--- src/rtl/oneapi_avalon_to_axi_gasket.sv ---
// Avalon-ST sink to AXI4-Stream source: channel repack, sop/eop framing, 2-entry skid buffer.
// Optional protocol error reporting is enabled by defining ONEAPI_A2X_PROTOCOL_CHECK_EN.
`timescale 1ns/1ps
module oneapi_avalon_to_axi_gasket #(
    parameter int PARALLEL_PIXELS      = 1,
    parameter int CHANNELS             = 3,
    parameter int BITS_PER_CHANNEL_AV  = 8,
    parameter int BITS_PER_PIXEL_AV    = 24,
    parameter int BITS_AV              = 24,
    parameter int EMPTY_BITS           = 2,
    parameter int BITS_PER_CHANNEL_AXI = 8,
    parameter int BITS_PER_PIXEL_AXI   = 24,
    parameter int BITS_AXI             = 24,
    parameter int TUSER_BITS           = 3
) (
    input  logic                  csi_clk,
    input  logic                  rsi_reset_n,
`ifdef ONEAPI_A2X_PROTOCOL_CHECK_EN
    output logic                  err_orphan,
    output logic                  err_missing_eop,
    output logic [15:0]           drop_count,
`endif
    output logic                  asi_ready,
    input  logic                  asi_valid,
    input  logic [BITS_AV-1:0]    asi_data,
    input  logic                  asi_startofpacket,
    input  logic                  asi_endofpacket,
    input  logic [EMPTY_BITS-1:0] asi_empty,
    input  logic                  axm_tready,
    output logic                  axm_tvalid,
    output logic [BITS_AXI-1:0]   axm_tdata,
    output logic                  axm_tlast,
    output logic [TUSER_BITS-1:0] axm_tuser
);

    typedef enum logic {WAIT_SOP = 1'b0, IN_PKT = 1'b1} state_t;

    state_t                state_q, state_d;
    logic                  ready_q, ready_d;
    logic                  out_vld_q, out_vld_d;
    logic [BITS_AXI-1:0]   out_data_q, out_data_d;
    logic                  out_last_q, out_last_d;
    logic [TUSER_BITS-1:0] out_user_q, out_user_d;
    logic                  skid_vld_q, skid_vld_d;
    logic [BITS_AXI-1:0]   skid_data_q, skid_data_d;
    logic                  skid_last_q, skid_last_d;
    logic [TUSER_BITS-1:0] skid_user_q, skid_user_d;

    logic                  accept, fwd, pop, out_free;
    logic [BITS_AXI-1:0]   in_data;
    logic [TUSER_BITS-1:0] in_user;
    logic                  unused_empty;

    function automatic logic [BITS_AXI-1:0] repack(input logic [BITS_AV-1:0] d);
        logic [BITS_AXI-1:0] r;
        r = '0;
        for (int p = 0; p < PARALLEL_PIXELS; p++) begin
            for (int c = 0; c < CHANNELS; c++) begin
                r[p*BITS_PER_PIXEL_AXI + c*BITS_PER_CHANNEL_AXI +: BITS_PER_CHANNEL_AXI] =
                    BITS_PER_CHANNEL_AXI'(d[p*BITS_PER_PIXEL_AV + c*BITS_PER_CHANNEL_AV +: BITS_PER_CHANNEL_AV]);
            end
        end
        return r;
    endfunction

    // Beats outside a packet are consumed but never enter the buffer.
    assign accept       = asi_valid & ready_q;
    assign fwd          = accept & ((state_q == IN_PKT) | asi_startofpacket);
    assign pop          = out_vld_q & axm_tready;
    assign out_free     = ~out_vld_q | pop;
    assign in_data      = repack(asi_data);
    assign unused_empty = ^asi_empty;

    always_comb begin
        in_user    = '0;
        in_user[0] = asi_startofpacket;
    end

    always_comb begin
        state_d = state_q;
        if (fwd) begin
            state_d = asi_endofpacket ? WAIT_SOP : IN_PKT;
        end
    end

    always_comb begin
        out_vld_d   = out_vld_q;
        out_data_d  = out_data_q;
        out_last_d  = out_last_q;
        out_user_d  = out_user_q;
        skid_vld_d  = skid_vld_q;
        skid_data_d = skid_data_q;
        skid_last_d = skid_last_q;
        skid_user_d = skid_user_q;
        if (out_free) begin
            if (skid_vld_q) begin
                out_vld_d  = 1'b1;
                out_data_d = skid_data_q;
                out_last_d = skid_last_q;
                out_user_d = skid_user_q;
                skid_vld_d = fwd;
                if (fwd) begin
                    skid_data_d = in_data;
                    skid_last_d = asi_endofpacket;
                    skid_user_d = in_user;
                end
            end else begin
                out_vld_d = fwd;
                if (fwd) begin
                    out_data_d = in_data;
                    out_last_d = asi_endofpacket;
                    out_user_d = in_user;
                end
            end
        end else if (fwd) begin
            skid_vld_d  = 1'b1;
            skid_data_d = in_data;
            skid_last_d = asi_endofpacket;
            skid_user_d = in_user;
        end
        // Ready depends only on next-cycle occupancy, never on axm_tready.
        ready_d = ~(out_vld_d & skid_vld_d);
    end

    always_ff @(posedge csi_clk) begin
        if (!rsi_reset_n) begin
            state_q     <= WAIT_SOP;
            ready_q     <= 1'b0;
            out_vld_q   <= 1'b0;
            out_data_q  <= '0;
            out_last_q  <= 1'b0;
            out_user_q  <= '0;
            skid_vld_q  <= 1'b0;
            skid_data_q <= '0;
            skid_last_q <= 1'b0;
            skid_user_q <= '0;
        end else begin
            state_q     <= state_d;
            ready_q     <= ready_d;
            out_vld_q   <= out_vld_d;
            out_data_q  <= out_data_d;
            out_last_q  <= out_last_d;
            out_user_q  <= out_user_d;
            skid_vld_q  <= skid_vld_d;
            skid_data_q <= skid_data_d;
            skid_last_q <= skid_last_d;
            skid_user_q <= skid_user_d;
        end
    end

    assign asi_ready  = ready_q;
    assign axm_tvalid = out_vld_q;
    assign axm_tdata  = out_data_q;
    assign axm_tlast  = out_last_q;
    assign axm_tuser  = out_user_q;

`ifdef ONEAPI_A2X_PROTOCOL_CHECK_EN
    logic        err_orphan_q, err_missing_eop_q;
    logic [15:0] drop_count_q;
    logic        dropped, missing_eop;

    assign dropped     = accept & ~fwd;
    assign missing_eop = accept & asi_startofpacket & (state_q == IN_PKT);

    always_ff @(posedge csi_clk) begin
        if (!rsi_reset_n) begin
            err_orphan_q      <= 1'b0;
            err_missing_eop_q <= 1'b0;
            drop_count_q      <= '0;
        end else begin
            if (dropped) begin
                err_orphan_q <= 1'b1;
                if (drop_count_q != 16'hFFFF) begin
                    drop_count_q <= drop_count_q + 16'd1;
                end
            end
            if (missing_eop) begin
                err_missing_eop_q <= 1'b1;
            end
        end
    end

    assign err_orphan      = err_orphan_q;
    assign err_missing_eop = err_missing_eop_q;
    assign drop_count      = drop_count_q;
`endif

endmodule

--- config.mk ---
export PLATFORM = sky130hd
export DESIGN_NAME = oneapi_avalon_to_axi_gasket
export DESIGN_NICKNAME = d
export VERILOG_FILES = /design/src/rtl/oneapi_avalon_to_axi_gasket.sv
export SDC_FILE = /design/constraint.sdc
export NUM_CORES = 1
export LEC_CHECK = 0
export CAP_MARGIN = 5
export CORE_MARGIN = 2
export CORE_UTILIZATION = 45
export CTS_BUF_LIST = sky130_fd_sc_hd__clkbuf_8
export DETAILED_ROUTE_END_ITERATION = 10
export DONT_BUFFER_PORTS = 1
export GPL_ROUTABILITY_DRIVEN = 0
export HOLD_SLACK_MARGIN = 0.02
export PLACE_DENSITY = 0.71
export SLEW_MARGIN = 20
export SYNTH_ARGS = -nofsm -noshare
export SYNTH_HDL_FRONTEND = slang
export SYNTH_SLANG_ARGS = --single-unit
--- constraint.sdc ---
create_clock -name csi_clk -period 1.2 [get_ports csi_clk]
set_input_delay 0.24 -clock csi_clk [delete_from_list [all_inputs] [get_ports csi_clk]]
set_output_delay 0.24 -clock csi_clk [all_outputs]
set_load 0.01 [all_outputs]
==> results.ini, run 1 <==
[grt]
grt_pass1_wl_mm=9.708
grt_usage_pct=19.51
grt_use_met2_pct=31.34
grt_overflow=0
grt_pass1_vias=2039
antenna_found_initial=0
grt_start_max_net_pins=28
gr-usage-met1_pct=24.09
grt_use_met3_pct=6.335
top_usage_layer=met2

[worst_setup_path]
crit_cells=5
endpoint=axm_tdata[0]$_SDFFE_PN0P_
startpoint=state_q$_SDFFE_PN0P_
slowest_stage=dfxtp_4
critPathMaxStageDelay_ns=0.38
worst-setup-path-type=reg2reg
r2r_cells=5
cp_cell_sequence=o211ai_4, nor3_4, buf_4, a221oi_2, a21oi_2
path_max_fanout=5
arrival_ns=1.50
reg2reg_slack_ns=-0.09
crit_path_start_kind=register
crit_buf_inv=1
r2r-end=axm_tdata[0]$_SDFFE_PN0P_
crit_path_end_kind=register
crit_family=compound AO/OA/AOI/OAI gates
r2r_start=state_q$_SDFFE_PN0P_
required_ns=1.41

[sta]
maxSlewViolCount=0
finalSetupTns_ns=-1.820
min_period_ns=1.295
worst_clock_skew_ns=0.01116
whs_ns=0.04123
layout_setup_ws_ns=-0.09488
max_freq_mhz=772.3
rsz0062_at_grt=yes
finalHoldViolations=0
final-setup-viol-count=34
post-route-period-util_pct=107.9

[placed_design]
placed_area_sq_um=2755
dp_hpwl_mm=3.989
pre_cts_ws_ns=-0.1109
placedCellCount=355
numPortBuffers=0

[cts]
cts.sinks=56
clk_path_buf_depth=2
cts-root-buf=clkbuf_8
ctsHtreeMaxLevel=2
clk_latency_ns=0.32
clk_pin_slew_ns=0.11
cts_tree=done
cts_made_buffers=5

[synthesis]
yosysSeqAreaShare_pct=43.77
ys_warn_count=0
ys_async_sr_fraction_pct=0
ys.flop_type=dfxtp_1
synth.area.top_cells=dfxtp_1 (44%), a221oi_2 (12%), nand2_1 (12%), a21oi_2 (6.8%), a21oi_1 (6.3%)
synth_seq_cells=56
synthesis.area_sq_um=2561
synth_common_cells=nand2_1 (79), dfxtp_1 (56), a21oi_1 (32)
synth_edf_count=0
synth_area_leader_cell=dfxtp_1
yosysMostFrequentCell=nand2_1
avgSynthCellArea_sq_um=9.115
synth.top_cell.area_share_pct=43.77
synth.distinct_cells=29
netlist_instances=281

[routing]
drc=0
wl_per_cell_um=16.87
routed_wirelength_mm=6.208
vias_per_cell=5.652
vias=2080
ant_nets=0
drtPass1Iterations=4
drt_iter0_drc=124

[floorplanning]
fp.dieW_um=79.44
start_util_pct=46.51
rows=27
coreArea_sq_um=5507
fp.dieH_um=79.44
ios=62
die_area_sq_um=6311

[cells_and_area]
drive_gt1_share_pct=31.42
nNetsFinal=327
nFillCells=480
stdcell_count=368
diodes=0
syn_to_final_growth_pct=21.20
final_area_sq_um=3104

[pwr]
ir_worst_vdd_mv=0.7146
p_leak_nw=1.085
power_density_nw_per_um2=1132

[status]
status=complete, but fails checks
failed_checks=setup timing

[flow_run]
cap_violations=0

[hold_path]
worst_hold_path_type=in2reg

-- cell usage in the layout, fill, tap and decap left out, types with 2 or more instances in the layout --
cell type	synthesis	layout
buf_4	8	18
a21oi_2	20	21
nor2_1	2	2
a21oi_1	32	31
dfxtp_1	56	52
dfxtp_4	0	2
buf_12	0	5
dlygate4sd3_1	0	2
and3_1	25	25
clkbuf_8	0	5
dfxtp_2	0	2
conb_1	1	2
a221oi_2	20	14
nand2_1	79	79
a221oi_4	0	11
buf_6	4	5
-- per-stage QoR --
stage	total power, W	utilization (%)
after global placement	0.002247	50.03
after detailed placement	0.002254	50.03
final	0.003514	56.37
after CTS	0.003499	53.47
after global routing	0.003610	56.37
after floorplan	0.002179	-
-- layout make-up --
cell class	count	area (sq um)	area share, %
multi-input cells	201	1456	46.92
flip-flops and latches	56	1131	36.44
repair buffers	30	311.5	10.04
well taps	72	90.09	2.902
clock buffers	5	68.82	2.217
clock inverters	3	42.54	1.370
inverters	1	3.754	0.1209
-- worst reg2reg max path: cells and delay by family (launching register included) --
family,cells,cell delay (ns)
AO/OA/AOI/OAI,3,0.53
AND/OR/NAND/NOR,1,0.10
buffers and inverters,1,0.18
flip-flops,1,0.38
-- where the power goes --
| part | switching, W | leakage [nW] | internal [W] |
|---|---|---|---|
| Clock | 0.000631 | 0.0541 | 0.000619 |
| Sequential | 0.0000668 | 0.456 | 0.00190 |
| Combinational | 0.000164 | 0.575 | 0.000135 |
-- registers in the layout (all words and copies together), names as in the netlist --
| signal | count |
|---|---|
| axm_tdata | 24 |
| axm_tuser | 1 |
| axm_tvalid | 1 |
| state_q | 1 |
| axm_tlast | 1 |
| skid_last_q | 1 |
| asi_ready | 1 |
| skid_vld_q | 1 |
| skid_user_q | 1 |
| skid_data_q | 24 |
-- metal layers --
layer | routed length [um] | up-vias
met3 | 431 | 7
met5 | 0 | -
met4 | 82 | 0
met2 | 2946 | 54
met1 | 2746 | 994
li1 | - | 1025
-- worst min-delay path by stage --
| stage | start | end | slack (ns) | cells past startpoint |
|---|---|---|---|---|
| after floorplan | asi_endofpacket | state_q$_SDFFE_PN0P_ | 0.35 | 1 |
| after global placement | asi_endofpacket | state_q$_SDFFE_PN0P_ | 0.35 | 1 |
| after detailed placement | asi_endofpacket | state_q$_SDFFE_PN0P_ | 0.36 | 1 |
| after CTS | rsi_reset_n | skid_vld_q$_SDFF_PN0_ | 0.04 | 1 |
| after global routing | asi_data[0] | skid_data_q[0]$_SDFFE_PN0P_ | 0.04 | 2 |
| final | rsi_reset_n | skid_vld_q$_SDFF_PN0_ | 0.04 | 1 |
-- logic make-up (layout without fill, tap and decap cells) --
kind of cell / count (synthesis) / after routing / synth area share (%)
AND/OR/NAND/NOR: 113 / 113 / 20.27
other: 1 / 2 / 0.1464
AO/OA/AOI/OAI: 86 / 86 / 29.65
flip-flops: 56 / 56 / 43.77
buffers and inverters: 25 / 39 / 6.155
-- repair_timing --
action,4_1_cts,5_1_grt
gates cloned,0,1
pin swaps,2,4
setup buffers,1,1
hold endpoints to repair,1,0
endpoints found under the setup margin,53,52
resized for setup,12,19
hold buffers,2,0
Power figures use the tool's default switching activity.
==> run 2, diff against run 1 <==
--- a/config.mk
+++ b/config.mk
@@ -13,7 +13,8 @@
 export DONT_BUFFER_PORTS = 1
 export GPL_ROUTABILITY_DRIVEN = 0
 export HOLD_SLACK_MARGIN = 0.02
-export PLACE_DENSITY = 0.71
+export PLACE_DENSITY = 0.69
+export SKIP_LAST_GASP = 1
 export SLEW_MARGIN = 20
 export SYNTH_ARGS = -nofsm -noshare
 export SYNTH_HDL_FRONTEND = slang
==> constraint.sdc (replaced) <==
create_clock -name csi_clk -period 1.45 [get_ports csi_clk]
set_input_delay 0.29 -clock csi_clk [delete_from_list [all_inputs] [get_ports csi_clk]]
set_output_delay 0.29 -clock csi_clk [all_outputs]
set_load 0.01 [all_outputs]
==> run 2 against run 1 <==
The flow now finishes without violations. Combinational power fell by 33%. Global-route usage fell by 0.28 points. Final cell count fell by 2.4%. Routed wire length fell by 7.2%. Clock power fell by 36%. Sequential cell count did not move. Non-clock buffer count fell by 8. Clock-buffer cell count did not move. Worst setup slack improved by 0.19 ns. Via count fell by 2.0%. Critical path type unchanged. Critical endpoint is now axm_tdata[1]$_SDFFE_PN0P_. Highest routed layer unchanged.
==> results.ini, run 2 (synthesized netlist as in run 1, its figures left out) <==
[hold_path]
worst_hold_path_type=in2reg

[sta]
layout_setup_ws_ns=0.09477
maxSlewViolCount=0
finalHoldViolations=0
min_period_ns=1.355
final-setup-viol-count=0
rsz0062_at_grt=yes
worst_clock_skew_ns=0.007178
post-route-period-util_pct=93.46
max_freq_mhz=737.9

[pwr]
p_comb_share_pct=7.6
netSwitchingFraction_pct=24.64
power_density_nw_per_um2=943.2
p_leak_nw=1.002
p_int_w=0.001976
power.switching_w=0.0006461
seq_power_share_pct=61.8
p_clk_share_pct=30.6
ir_worst_vdd_mv=0.4817

[cells_and_area]
nFillCells=534
layout_commonest_cell=nand2_1
drive_gt1_share_pct=26.48
final_cell_mix=nand2_1 (79), dfxtp_1 (56), a21oi_1 (32)
stdcell_count=359
register_area_sq_um=1121
diodes=0
nNetsFinal=319
multi_input_area_sq_um=1294
syn_to_final_growth_pct=8.549

[routing]
vias=2038
drc=0
vias_per_cell=5.677
wl_per_cell_um=16.06
drt_iter0_drc=100
routed_wirelength_mm=5.764
drtPass1Iterations=4
ant_nets=0

[floorplanning]
rows=27
fp.dieW_um=79.44
die_area_sq_um=6311
ios=62
start_util_pct=46.51
fp.dieH_um=79.44
coreArea_sq_um=5507

[grt]
grt_pass1_vias=2039
top_usage_layer=met2
gr-usage-met1_pct=22.59
antenna_found_initial=0
grt_start_max_net_pins=22
grt_use_met2_pct=32.52
grt_usage_pct=19.22
grt_use_met3_pct=5.769
grt_overflow=0
grt_pass1_wl_mm=9.535

[cts]
cts-root-buf=clkbuf_8
clk_path_buf_depth=2
cts.sinks=56
clk_latency_ns=0.30
cts_setup_buffers=0
cts_made_buffers=5
ctsHtreeMaxLevel=2
cts_tree=done
hold_buffers=0
cts_resized=0
clk_pin_slew_ns=0.09

[worst_setup_path]
critPathMaxStageDelay_ns=0.33
endpoint=axm_tdata[1]$_SDFFE_PN0P_
path_max_fanout=13
required_ns=1.63
worst-setup-path-type=reg2reg
slowest_stage=dfxtp_1
reg2reg_slack_ns=0.09
arrival_ns=1.53
r2r_cells=4
crit_path_start_kind=register
r2r_start=axm_tvalid$_SDFF_PN0_
startpoint=axm_tvalid$_SDFF_PN0_
cp_cell_sequence=and2b_2, buf_4, a221oi_1, a21oi_1
r2r-end=axm_tdata[1]$_SDFFE_PN0P_
crit_path_end_kind=register

[flow_run]
cap_violations=0

[placed_design]
placedCellCount=352
dp_hpwl_mm=3.954
pre_cts_ws_ns=0.08249
numPortBuffers=0

[status]
status=finished, final reports clean

==> run 2: cell types whose count changed in the layout (fill, tap and decap cells not counted), sizes merged <==
| cell | delta |
|---|---|
| inv | +1 |
| buf | -6 |
| bufinv | -1 |
| clkinvlp | -1 |
| dlygate4sd3 | -2 |
==> run 2: critical path: cells and delay by family (launching register included) <==
family                 cells  cell delay [ns]
buffers and inverters      1             0.24
AND/OR/NAND/NOR            1             0.27
AO/OA/AOI/OAI              2             0.39
flip-flops                 1             0.33
==> run 2: worst min-delay path by stage <==
stage / from / end / slack [ns] / cells past startpoint
2_1_floorplan: asi_endofpacket / state_q$_SDFFE_PN0P_ / 0.40 / 1
3_3_place_gp: asi_endofpacket / state_q$_SDFFE_PN0P_ / 0.41 / 1
3_5_place_dp: asi_endofpacket / state_q$_SDFFE_PN0P_ / 0.40 / 1
4_1_cts: asi_endofpacket / state_q$_SDFFE_PN0P_ / 0.08 / 1
5_1_grt: rsi_reset_n / skid_vld_q$_SDFF_PN0_ / 0.09 / 1
6_report: asi_endofpacket / state_q$_SDFFE_PN0P_ / 0.09 / 1
==> run 2: area by class of cell <==
cell class	instances	share of cell area (%)
Multi-Input combinational cell	201	46.53
Tap cell	72	3.240
Timing Repair Buffer	22	6.976
Sequential cell	56	40.32
Clock inverter	2	0.3150
Clock buffer	5	2.475
Inverter	1	0.1350
==> run 2: power groups by stage <==
stage / Sequential [W] / Combinational, W / Clock, W
floorplan: 0.00165 / 0.000152 / 0
global placement: 0.00165 / 0.000194 / 0
detailed placement: 0.00166 / 0.000199 / 0
CTS: 0.00162 / 0.000199 / 0.000831
global route: 0.00163 / 0.000219 / 0.000885
finish: 0.00162 / 0.000199 / 0.000803
==> run 2: per-layer routing <==
layer	part of all wire (%)	vias up
met1	44	980
li1	-	1009
met5	0	-
met3	6.1	5
met4	1.2	0
met2	48	44
==> run 2: per-stage QoR <==
stage          cell area [sq um]  total power (W)  hold slack (ns)    TNS, ns  utilization [%]
5_1_grt                     2780         0.002731          0.08851  -0.007161            50.49
4_1_cts                     2770         0.002650          0.07803          0            50.31
2_1_floorplan               2565         0.001802           0.3991          0                -
3_3_place_gp                2693         0.001848           0.4065          0            48.90
3_5_place_dp                2693         0.001855           0.4046          0            48.90
6_report                    2780         0.002622          0.08917          0            50.49
==> run 3, diff against run 2 <==
--- a/config.mk
+++ b/config.mk
@@ -5,6 +5,7 @@
 export SDC_FILE = /design/constraint.sdc
 export NUM_CORES = 1
 export LEC_CHECK = 0
+export ABC_AREA = 1
 export CAP_MARGIN = 5
 export CORE_MARGIN = 2
 export CORE_UTILIZATION = 45
==> run 3 against run 2 <==
Via count is 19% higher. Non-clock buffer count is 14 lower. Sequential power hardly changed. Sequential share of layout area is 3.4 points lower. Routed wire length is 4.0% higher. Total power is 4.7% higher. Global-route usage is 1.7 points lower. Synthesized cell count is 59% higher. Worst setup slack better by 0.085 ns. Hold slack worse by 0.0025 ns. Die area is 16% higher. Largest cell class unchanged. Highest routed layer unchanged.
==> results.ini, run 3 <==
[grt]
grt_pass1_wl_mm=10.28
antenna_found_initial=0
grt_start_max_net_pins=54
grt_overflow=0
grt_usage_pct=17.49
grt_pass1_vias=2255

[routing]
routed_wirelength_mm=5.996
ant_nets=0
wl_per_cell_um=11.73
vias_per_cell=4.763
drc=0
drtPass1Iterations=4
drt_iter0_drc=123
vias=2434

[worst_setup_path]
r2r_start=asi_ready$_SDFF_PN0_
reg2reg_slack_ns=0.18
r2r-end=axm_tdata[22]$_SDFFE_PN0P_
crit_path_start_kind=register
crit_path_end_kind=register
path_max_fanout=26
arrival_ns=1.48
cp_cell_sequence=nand2_1, inv_2, nand2_4, nand2_4, buf_12, nand3_1, nand2_1, nor2_1
worst-setup-path-type=reg2reg
r2r_cells=8
startpoint=asi_ready$_SDFF_PN0_
crit_family=simple AND/OR/NAND/NOR gates
slowest_stage=dfxtp_1
required_ns=1.66
crit_buf_inv=2
critPathMaxStageDelay_ns=0.35

[cells_and_area]
multi_input_area_sq_um=1398
layout_commonest_cell=nor2_1
register_area_sq_um=1122
syn_to_final_growth_pct=1.546
drive_gt1_share_pct=15.21
nNetsFinal=466
diodes=0
nFillCells=684
final_cell_mix=nor2_1 (91), nand2_1 (83), inv_1 (56)

[sta]
post-route-period-util_pct=87.60
max_freq_mhz=787.2
final-setup-viol-count=0
finalHoldViolations=0
rsz0062_at_grt=no
layout_setup_ws_ns=0.1797
finalSetupTns_ns=0
min_period_ns=1.270
maxSlewViolCount=0
worst_clock_skew_ns=0.008294

[floorplanning]
ios=62
start_util_pct=46.88
fp.dieW_um=85.57
rows=29
coreArea_sq_um=6386
fp.dieH_um=85.57
die_area_sq_um=7322

[placed_design]
numPortBuffers=0
dp_hpwl_mm=3.859
pre_cts_ws_ns=0.1255

[cts]
clk_latency_ns=0.31
cts-root-buf=clkbuf_8
cts_made_buffers=5
cts.sinks=56
clk_path_buf_depth=2
cts_tree=done
clk_pin_slew_ns=0.09
hold_buffers=0
ctsHtreeMaxLevel=2

[synthesis]
avgSynthCellArea_sq_um=6.683
synthesis.area_sq_um=2994
synth.distinct_cells=20
ys_async_sr_fraction_pct=0
ys_warn_count=0
synth_area_leader_cell=dfxtp_1
netlist_instances=448
ys.flop_type=dfxtp_1
yosysMostFrequentCell=nor2_1
synth_edf_count=0
synth_common_cells=nor2_1 (91), nand2_1 (83), dfxtp_1 (56)
synth.area.top_cells=dfxtp_1 (37%), nor2_1 (11%), nand2_1 (10%), nand3_1 (8.7%), nor2_2 (8.4%)
synth.top_cell.area_share_pct=37.44
synth_seq_cells=56
yosysSeqAreaShare_pct=37.44

[pwr]
p_comb_share_pct=9.9
p_clk_share_pct=30.1
power_density_nw_per_um2=902.6
power.switching_w=0.0007279
ir_worst_vdd_mv=0.4263
p_int_w=0.002016
seq_power_share_pct=59.9
p_leak_nw=1.580
netSwitchingFraction_pct=26.52

[hold_path]
hold-path-endpoint=axm_tlast$_SDFFE_PN0P_
min_from=rsi_reset_n
min_path_cells=2
worst_hold_path_type=in2reg

[flow_run]
cap_violations=0

[status]
status=finished, final reports clean

## run 3: cell count changes after synthesis, sizes merged, moves of 3 or more
cell and delta:
inv +59, nand2 +10, buf +10, nor2 +128
nand3 +51, a221oi -25, o21ai -3, and3 -25
clkbuf -4, a21oi -24
## run 3: per-layer routing
layer	global-route usage (%)	part of all wire, %
met1	22.00	47
met2	28.05	45
met3	5.679	6.2
met4	6.494	1.6
met5	0	0
## run 3: final cells by class
cell class	instances	area share, %
Tap cell	77	3.169
Multi-Input combinational cell	303	45.97
Sequential cell	56	36.91
Timing Repair Buffer	8	3.333
Inverter	60	8.066
Clock inverter	2	0.2881
Clock buffer	5	2.263
## run 3: worst max path at each step
stage / endpoint / slack (ns) / cells past startpoint
2_1_floorplan: skid_data_q[14]$_SDFFE_PN0P_ / 0.36 / 8
3_3_place_gp: axm_tdata[21]$_SDFFE_PN0P_ / 0.14 / 6
3_5_place_dp: axm_tdata[21]$_SDFFE_PN0P_ / 0.13 / 6
4_1_cts: axm_tdata[16]$_SDFFE_PN0P_ / 0.11 / 6
5_1_grt: axm_tdata[9]$_SDFFE_PN0P_ / 0.04 / 8
6_report: axm_tdata[22]$_SDFFE_PN0P_ / 0.18 / 8
## run 3: cell families after synthesis
group                  count (synthesis)  synth area share, %
AO/OA/AOI/OAI                         29                4.889
buffers and inverters                 90                16.01
AND/OR/NAND/NOR                      272                41.54
other                                  1               0.1252
flip-flops                            56                37.44
## run 3: power by group through the flow
stage | combinational, W | sequential [W] | clock, W
2_1_floorplan | 0.000256 | 0.00167 | 0
3_3_place_gp | 0.000272 | 0.00168 | 0
3_5_place_dp | 0.000277 | 0.00168 | 0
4_1_cts | 0.000277 | 0.00165 | 0.000863
5_1_grt | 0.000322 | 0.00165 | 0.000916
6_report | 0.000273 | 0.00164 | 0.000827
## run 3: timing repair
action                     4_1_cts  5_1_grt
resized for setup                0        1
setup endpoints to repair        0        5
setup buffers                    0        0
## run 3: metrics by stage
step / hold slack [ns] / instance area, sq um / total power, W / util [%] / cells
global route: 0.07568 / 3040 / 0.002891 / 47.61 / 511
CTS: 0.07300 / 3037 / 0.002786 / 47.55 / 511
detailed placement: 0.4177 / 2959 / 0.001958 / 46.34 / 504
floorplan: 0.4249 / 2998 / 0.001929 / - / 449
finish: 0.08665 / 3040 / 0.002744 / 47.61 / 511
global placement: 0.4151 / 2959 / 0.001952 / 46.34 / 504
